<file path="config.mk">
export PLATFORM = sky130hd
export DESIGN_NAME = pipeline_hazard_ctrl
export DESIGN_NICKNAME = d
export VERILOG_FILES = /design/src/rtl/pipeline_ctrl_pkg.sv /design/src/rtl/rollback_fifo.sv /design/src/rtl/pipeline_hazard_ctrl.sv
export SDC_FILE = /design/constraint.sdc
export NUM_CORES = 1
export LEC_CHECK = 0
export ABC_AREA = 1
export BUFFER_PORTS_ARGS = -buffer_cell sky130_fd_sc_hd__buf_2
export CAP_MARGIN = 20
export CORE_MARGIN = 2
export CORE_UTILIZATION = 40
export CTS_CLUSTER_DIAMETER = 30
export CTS_CLUSTER_SIZE = 16
export DETAILED_ROUTE_END_ITERATION = 10
export PLACE_DENSITY_LB_ADDON = 0.25
export SLEW_MARGIN = 20
export SYNTH_ARGS = -nofsm -noshare
export SYNTH_HDL_FRONTEND = slang
export SYNTH_SLANG_ARGS = --single-unit
</file>
<file path="constraint.sdc">
create_clock -name clk -period 1.7 [get_ports clk]
set_input_delay 0.255 -clock clk [delete_from_list [all_inputs] [get_ports clk]]
set_output_delay 0.255 -clock clk [all_outputs]
set_load 0.05 [all_outputs]
</file>
<file path="src/rtl/pipeline_ctrl_pkg.sv">
// rtl/pipeline_ctrl_pkg.sv - shared types, constants and offset helper for the pipeline controller
package pipeline_ctrl_pkg;

    localparam int PRED_ALWAYS = 0;
    localparam int PRED_BTFN   = 1;

    localparam int RB_PC_W  = 16;
    localparam int RB_PSW_W = 16;

    typedef struct packed {
        logic [RB_PC_W-1:0]  pc;
        logic [RB_PSW_W-1:0] psw;
    } rb_entry_t;

    // Sign-extend an off_w-bit word offset to 32 bits and convert it to a byte offset
    function automatic logic [31:0] sext_shl1(input logic [31:0] off, input int off_w);
        logic [31:0] mask;
        logic        sign;
        logic [31:0] ext;
        mask = ~32'd0 << off_w;
        sign = |(off & (32'd1 << (off_w - 1)));
        ext  = sign ? (off | mask) : (off & ~mask);
        return {ext[30:0], 1'b0};
    endfunction

endpackage

</file>
<file path="src/rtl/rollback_fifo.sv">
// rtl/rollback_fifo.sv - small FIFO of alternate PC/PSW pairs with clear and head output
module rollback_fifo
    import pipeline_ctrl_pkg::*;
#(
    parameter int  DEPTH   = 2,
    parameter type entry_t = rb_entry_t,
    localparam int PTR_W   = (DEPTH > 1) ? $clog2(DEPTH) : 1,
    localparam int CNT_W   = $clog2(DEPTH) + 1
) (
    input  logic             clk,
    input  logic             rst_n,
    input  logic             push,
    input  entry_t           push_data,
    input  logic             pop,
    input  logic             clear,
    output logic [CNT_W-1:0] count,
    output entry_t           head,
    output logic             empty
);

    entry_t           mem [DEPTH];
    logic [PTR_W-1:0] wr_ptr;
    logic [PTR_W-1:0] rd_ptr;
    logic             full;
    logic             push_ok;
    logic             pop_ok;

    function automatic logic [PTR_W-1:0] ptr_inc(input logic [PTR_W-1:0] p);
        return (p == PTR_W'(DEPTH - 1)) ? '0 : p + PTR_W'(1);
    endfunction

    assign empty   = (count == '0);
    assign full    = (count == CNT_W'(DEPTH));
    assign pop_ok  = pop & ~empty;
    // a pop in the same cycle frees the slot the push needs
    assign push_ok = push & (~full | pop_ok);
    assign head    = mem[rd_ptr];

    // storage, pointers and occupancy; clear squashes every entry at once
    always_ff @(posedge clk or negedge rst_n) begin
        if (!rst_n) begin
            wr_ptr <= '0;
            rd_ptr <= '0;
            count  <= '0;
            for (int i = 0; i < DEPTH; i++) begin
                mem[i] <= '0;
            end
        end else if (clear) begin
            wr_ptr <= '0;
            rd_ptr <= '0;
            count  <= '0;
        end else begin
            if (push_ok) begin
                mem[wr_ptr] <= push_data;
                wr_ptr      <= ptr_inc(wr_ptr);
            end
            if (pop_ok) begin
                rd_ptr <= ptr_inc(rd_ptr);
            end
            case ({push_ok, pop_ok})
                2'b10:   count <= count + CNT_W'(1);
                2'b01:   count <= count - CNT_W'(1);
                default: count <= count;
            endcase
        end
    end

endmodule

</file>
<file path="src/rtl/pipeline_hazard_ctrl.sv">
// rtl/pipeline_hazard_ctrl.sv - RAW scoreboard with bubble insertion and static branch predictor with rollback
module pipeline_hazard_ctrl
    import pipeline_ctrl_pkg::*;
#(
    parameter int  NREG       = 8,
    parameter int  DEP_STAGES = 2,
    parameter int  PC_W       = 16,
    parameter int  PSW_W      = 16,
    parameter int  OFF_W      = 13,
    parameter int  RB_DEPTH   = 2,
    parameter int  PRED_MODE  = 0,
    localparam int CNT_W      = $clog2(RB_DEPTH) + 1
) (
    input  logic             clk,
    input  logic             rst_n,
    input  logic             dec_valid,
    input  logic [NREG-1:0]  dec_set,
    input  logic [NREG-1:0]  dec_dep,
    output logic [NREG-1:0]  stall,
    output logic             stall_any,
    input  logic             fet_valid,
    input  logic             fet_is_br,
    input  logic [OFF_W-1:0] fet_off,
    input  logic [PC_W-1:0]  pc_in,
    input  logic [PSW_W-1:0] psw_in,
    output logic [PC_W-1:0]  pc_next,
    output logic             fetch_hold,
    input  logic             ex_resolve,
    input  logic             ex_mispred,
    output logic             flush,
    output logic [PC_W-1:0]  rb_pc,
    output logic [PSW_W-1:0] rb_psw,
    output logic [CNT_W-1:0] rb_count
);

    typedef struct packed {
        logic [PC_W-1:0]  pc;
        logic [PSW_W-1:0] psw;
    } entry_t;

    logic [NREG-1:0] sb [DEP_STAGES];
    logic [NREG-1:0] sb_any;
    logic            rb_empty;
    entry_t          rb_head;
    entry_t          push_data;
    logic            mispredict;
    logic            resolve_ok;
    logic            fetch_go;
    logic            push;
    logic            pred_taken;
    logic [PC_W-1:0] ext;
    logic [PC_W-1:0] fall_pc;
    logic [PC_W-1:0] target_pc;

    // union of all in-flight pending writes
    always_comb begin
        sb_any = '0;
        for (int i = 0; i < DEP_STAGES; i++) begin
            sb_any = sb_any | sb[i];
        end
    end

    assign stall     = sb_any & dec_dep & {NREG{dec_valid}};
    assign stall_any = |stall;

    // a resolve against an empty queue is ignored entirely
    assign mispredict = ex_resolve & ex_mispred & ~rb_empty;
    assign resolve_ok = ex_resolve & ~ex_mispred & ~rb_empty;

    assign fetch_hold = fet_valid & fet_is_br & (rb_count == CNT_W'(RB_DEPTH)) & ~ex_resolve;

    assign ext       = PC_W'(sext_shl1(32'(fet_off), OFF_W));
    assign fall_pc   = pc_in + PC_W'(2);
    assign target_pc = fall_pc + ext;
    assign pred_taken = (PRED_MODE == PRED_BTFN) ? (fet_is_br & fet_off[OFF_W-1]) : fet_is_br;

    // fetch advances only when nothing higher priority owns this cycle
    assign fetch_go = fet_valid & ~stall_any & ~fetch_hold & ~flush & ~mispredict;
    assign push     = fetch_go & fet_is_br;

    assign push_data.pc  = pred_taken ? fall_pc : target_pc;
    assign push_data.psw = psw_in;

    rollback_fifo #(
        .DEPTH   (RB_DEPTH),
        .entry_t (entry_t)
    ) u_rb (
        .clk       (clk),
        .rst_n     (rst_n),
        .push      (push),
        .push_data (push_data),
        .pop       (resolve_ok),
        .clear     (mispredict),
        .count     (rb_count),
        .head      (rb_head),
        .empty     (rb_empty)
    );

    assign rb_pc  = rb_head.pc;
    assign rb_psw = rb_head.psw;

    // next fetch PC selection and the one-cycle flush pulse
    always_ff @(posedge clk or negedge rst_n) begin
        if (!rst_n) begin
            pc_next <= '0;
            flush   <= 1'b0;
        end else begin
            flush <= mispredict;
            if (mispredict) begin
                pc_next <= rb_head.pc;
            end else if (fetch_go) begin
                pc_next <= pred_taken ? target_pc : fall_pc;
            end
        end
    end

    // scoreboard shift; a stalled or squashed decode slot enters as a bubble
    always_ff @(posedge clk or negedge rst_n) begin
        if (!rst_n) begin
            for (int i = 0; i < DEP_STAGES; i++) begin
                sb[i] <= '0;
            end
        end else if (mispredict) begin
            for (int i = 0; i < DEP_STAGES; i++) begin
                sb[i] <= '0;
            end
        end else begin
            sb[0] <= (dec_valid & ~stall_any & ~flush) ? dec_set : '0;
            for (int i = 1; i < DEP_STAGES; i++) begin
                sb[i] <= sb[i-1];
            end
        end
    end

    // resolving with nothing outstanding is an execute-side protocol error
    a_resolve_nonempty: assert property (@(posedge clk) disable iff (!rst_n) ex_resolve |-> !rb_empty);

endmodule

</file>
Word-level counts from Yosys, hierarchy flattened. Index checks and enable logic that the tools add are counted.

Logic and storage cells: 82. Bits in registers: 101. Input port bits: 68.

$add $sub $neg: 6. Magnitude comparators: 3. Bitwise operators: 30. Equal/unequal tests: 3. Reductions and logical operators: 8. Mux-type cells: 21.

Operator list (number): 2-to-1 mux 32 bit (4); 2-to-1 mux 16 bit (5); bitwise mux 64 bit (1); demux 32 bit (select 1 bit) (1); adder 16 bit (1); adder 16 x 2 -> 16 bit, second input constant (1); bitwise AND 1 bit (16); bitwise AND 8 bit (2); 2-to-1 mux 15 bit (1); 2-to-1 mux 8 bit (1); inverter 1 bit (8); bitwise OR 8 bit (1); OR reduction 8 bit (1); 2-to-1 mux 1 bit (6); nonzero test 2 bit (3); equality test 2 bit, second input constant (2); greater-or-equal comparator 2 bit, second input constant (2); inverter 1 -> 2 bit (2); one-hot mux 2 bit (2 select lines) (1); nonzero test 3 bit (1); adder 1 bit, second input constant (2); adder 2 x 1 -> 2 bit, second input constant (1); equality test 2 x 1 -> 1 bit, second input constant (1); logical NOT 2 bit (1); 6 further kinds (6).

Longest topological paths before layout.
Depth in word-level cells: 14. Mapped depth: 20. Gate-level depth less buffers: 20.

Modules after synthesis. A second synthesis with hierarchy kept.

Cells, all modules: 867. Area total of the unflattened synthesis: 6429.9 um^2.

Modules (own cells, without submodules): rollback_fifo (instances 1, cells each 378, area an instance 3308.2 um^2); pipeline_hazard_ctrl (instances 1, cells each 489, area an instance 3121.7 um^2).

Least setup slack after synthesis. Ideal clock, no wire load.

Path kind: input to register. Start: input port pc_in[1]. End: register pc_next[15]. Data arrival time: 2270 ps. Required time: 1583 ps. Buffers on the path: 0. Cell stages on the path: 20. Path slack: -687 ps. Path through: ha_1 -> nand2_1 -> nor2_1 -> nand3_1 -> inv_1 -> nand2_1 -> nor2_1 -> xor2_1 -> inv_1 -> ha_1 -> nand2_1 -> inv_1 -> a21boi_0 -> nand2_1 -> nor2_1 -> inv_1 -> nand2_1 -> nand3_1 -> nand2_1 -> nand2_1.

Cells in the longest elaborated chain, start to end: 5.

RTL lines: from (decl) (RTL line pipeline_hazard_ctrl.sv:24) `input logic [PC_W-1:0] pc_in,`; adder 16 x 2 -> 16 bit (*) (RTL line pipeline_hazard_ctrl.sv:73) `assign fall_pc = pc_in + PC_W'(2);`; adder 16 bit (RTL line pipeline_hazard_ctrl.sv:74) `assign target_pc = fall_pc + ext;`; 2-to-1 mux 16 bit (*) (RTL line pipeline_hazard_ctrl.sv:112) `pc_next <= pred_taken ? target_pc : fall_pc;`; 2-to-1 mux 16 bit (*) (RTL line pipeline_hazard_ctrl.sv:111) `end else if (fetch_go) begin`; 2-to-1 mux 16 bit (*) (RTL line pipeline_hazard_ctrl.sv:109) `if (mispredict) begin`; to (signal assigned) (RTL line pipeline_hazard_ctrl.sv:110) `pc_next <= rb_head.pc;`; to (signal assigned) (RTL line pipeline_hazard_ctrl.sv:112); to (decl) (RTL line pipeline_hazard_ctrl.sv:26) `output logic [PC_W-1:0] pc_next,`.

Mark *: on every way between the ends. The rest lies on a longest branch, timed or not. The select of a mux whose other input is x is not followed. A chain may end at the register's enable or synchronous reset.

Worst setup path after layout. Ends and elaborated chain as after synthesis.

==> impl_metrics.py <==
metrics = {
    "run_status": {
        "status": "complete, but fails checks",
        "violations": "setup timing",
    },
    "cts": {
        "cts_max_level": 3,
        "cts_made_buffers": 9,
        "ctsRootBufferMaster": "clkbuf_16",
        "cts.path.max_buffers": 2,
        "cts_sinks": 101,
        "clock_latency_ns": 0.35,
        "cts_tree": "built",
        "clk_pin_slew_ns": 0.07,
    },
    "global_routing": {
        "antenna_found_initial": 0,
        "grt-ovfl-total": 0,
        "grt_pass1_wl_um": 31840,
        "grt_util_all_layers": 0.2501,
        "grt_pass1_vias": 6475,
        "grt_max_degree": 44,
    },
    "synth": {
        "yosysTopAreaCellShare": 0.4280,
        "synthTopCellsByCount": "284 x nand2_1, 101 x dfrtp_1, 95 x inv_1",
        "synth_top_cell_by_area": "dfrtp_1",
        "syn_area_um2": 5906,
        "yosys_warnings": 0,
        "yosysMostFrequentCell": "nand2_1",
        "ys_async_sr_fraction": 1.000,
        "synth_flop_cell": "dfrtp_1",
        "yosysUniqueCellTypes": 38,
        "netlist_instances": 806,
        "syn_nets": 890,
        "synth_seq_cells": 101,
        "synthTopCellsByArea": "dfrtp_1 43%, nand2_1 18%, inv_1 6.0%",
        "syn_area_per_cell_um2": 7.327,
        "synth_edf_count": 0,
        "yosysSeqAreaShare": 0.4280,
    },
    "floorplan": {
        "dieArea_um2": 15750,
        "coreArea_um2": 14480,
        "die_h_um": 125.5,
        "placementRows": 44,
        "ioPinCount": 129,
        "start_util": 0.4079,
        "fp.dieW_um": 125.5,
    },
    "final_layout": {
        "seq_area_um2": 2534,
        "nNetsFinal": 1173,
        "stdcell_area_um2": 10460,
        "fillers": 1041,
        "antenna_cells": 0,
        "multiInputGateArea_um2": 4202,
        "syn2layout_area_growth_pct": 77.06,
        "drive_gt1_frac": 0.5667,
    },
    "critical_path": {
        "critPathMaxFanout": 4,
        "crit_chain": "buf_8 > ha_4 > nand2_4 > nor2_4 > nand3_4 > inv_2 > nand2_2 > nor2_2 > xor2_2 > inv_1 > ha_4 > nand2_2 > nor2_2 > nand2_1 > nor2_1 > nor2_2 > nand3_1 > nand3_1 > nand2_1 > nand2_1",
        "start_kind": "input port",
        "critPathRequiredTime_ns": 1.95,
        "slowest_delay_ns": 0.29,
        "cpMaxStageDelayCell": "ha_4",
        "path_class": "in -> reg",
        "worstPathArrival_ns": 2.32,
        "cp-end-kind": "flop",
    },
    "route": {
        "dr.pass1.iters": 5,
        "via_per_inst": 5.005,
        "ant_nets": 0,
        "wl_um": 20650,
        "wl_per_cell_um": 16.16,
        "drt_iter0_markers": 388,
        "drc": 0,
        "route.vias.total": 6397,
    },
    "pwr": {
        "seq_power_share": 0.238,
        "p_int_uw": 9005,
        "power_frac_comb": 0.638,
        "finalPower_uw": 17180,
        "ir_drop_uv": 882.4,
        "power.switching_uw": 8179,
        "clockPowerShare": 0.123,
        "p_leak_uw": 0.005295,
        "p_sw_frac": 0.4760,
        "p_per_area_nw_per_um2": 1643,
    },
    "sta": {
        "fin_crit_sh": 1.217,
        "hold_slack_ns": 0.1216,
        "maxSlewViolCount": 0,
        "slew_headroom": 0.5904,
        "fmax_mhz": 483.2,
        "hold_viol": 0,
        "final.setup.worst_slack_ns": -0.3697,
        "setup_viol": 108,
        "skew_ns": 0.009231,
        "period_needed_ns": 2.070,
        "rsz0062_at_grt": "yes",
        "worstMarginPinSlew_ns": 0.6079,
    },
    "run": {
        "maxCapViolations": 0,
    },
    "place": {
        "hpwl_um": 12240,
        "globalplace.congestion": 0.8886,
        "dpl-instance-area_um2": 7804,
        "pre_cts_ws_ns": -0.9278,
        "portBuffers": 128,
    },
    "hold_path": {
        "hold_path_class": "in -> reg",
    },
}
cell type report:
class | instances | area share
Timing Repair Buffer | 297 | 0.2558
Clock inverter | 6 | 0.005983
Sequential cell | 101 | 0.2423
Tap cell | 184 | 0.02202
Timing Repair inverter | 6 | 0.007419
Multi-Input combinational cell | 566 | 0.4018
Clock buffer | 10 | 0.02286
Inverter | 108 | 0.04176
registers in the layout, summed over array words and instances, names as in the netlist:
register,flops
u_rb.mem,64
pc_next,16
sb,16
u_rb.count,2
flush,1
u_rb.rd_ptr,1
u_rb.wr_ptr,1
critical path: cells and delay by family:
kind	cells	cell delay, ns
xor gates and xnor gates	1	0.17
and+or+nand+nor	14	1.18
buffers and inverters	3	0.26
adders and majority gates	2	0.43
metal layers:
layer,track usage,vias up,part of all wire
met5,0,-,0
met4,0.06732,0,0.020
met3,0.03808,33,0.044
met2,0.4407,196,0.52
met1,0.3202,3052,0.41
li1,-,3116,-
placed cells by master, fill, tap and decap left out, drive strengths merged, types with 15 or more instances in the layout:
cell | synthesis | layout
buf | 16 | 294
nor2 | 56 | 56
dfrtp | 101 | 101
o21ai | 80 | 80
nand2 | 290 | 290
inv | 106 | 109
a21oi | 19 | 19
nand4 | 23 | 23
nand3 | 32 | 32
ha | 15 | 15
cells by family (layout without fill, tap and decap cells):
kind of cell,Yosys count,after routing,share of synthesized area
fa+ha+maj,16,16,0.03517
xor+xnor,18,18,0.02669
compound gates,112,112,0.1021
buf+inv,139,427,0.09873
flops,101,101,0.4280
mux,6,6,0.01102
simple gates,414,414,0.2983
stage by stage:
step / TNS (ns) / utilization / std cells
after CTS: -9.548 / 0.6656 / 1265
after detailed placement: -22.27 / 0.5390 / 1191
after global placement: -20.25 / 0.5390 / 1191
final: -13.27 / 0.7222 / 1278
after global routing: -22.08 / 0.7222 / 1278
after floorplan: -8.298 / - / 806
repair_timing:
item,in CTS,in global routing
hold endpoints to repair,20,0
buffers inserted,45,15
cloned,12,7
endpoints found under the setup margin,110,120
hold buffers,1,0
resized for setup,254,207
pin swaps,79,66
final timing paths:
kind | start | to | slack (ns) | depth (start not counted)
setup / recovery | pc_in[1] | pc_next[15] | -0.37 | 20
hold / removal | dec_set[1] | sb[9] | 0.12 | 3
setup reg to reg | sb[2] | u_rb.mem[6] | -0.20 | 14
hold reg to reg | u_rb.mem[26] | u_rb.mem[26] | 0.48 | 2
max in group asynchronous | rst_n | u_rb.rd_ptr | 0.79 | 3
min in group asynchronous | rst_n | u_rb.mem[42] | 0.34 | 2
power groups by stage:
stage | clock network, uW | registers (uW) | logic [uW]
global placement | 0 | 3940 | 7360
floorplan | 0 | 4500 | 4760
detailed placement | 0 | 3960 | 7420
CTS | 2120 | 3940 | 9830
finish | 2120 | 4100 | 11000
global route | 2250 | 4190 | 11600
Note: power is estimated with default switching activity, not from simulation.
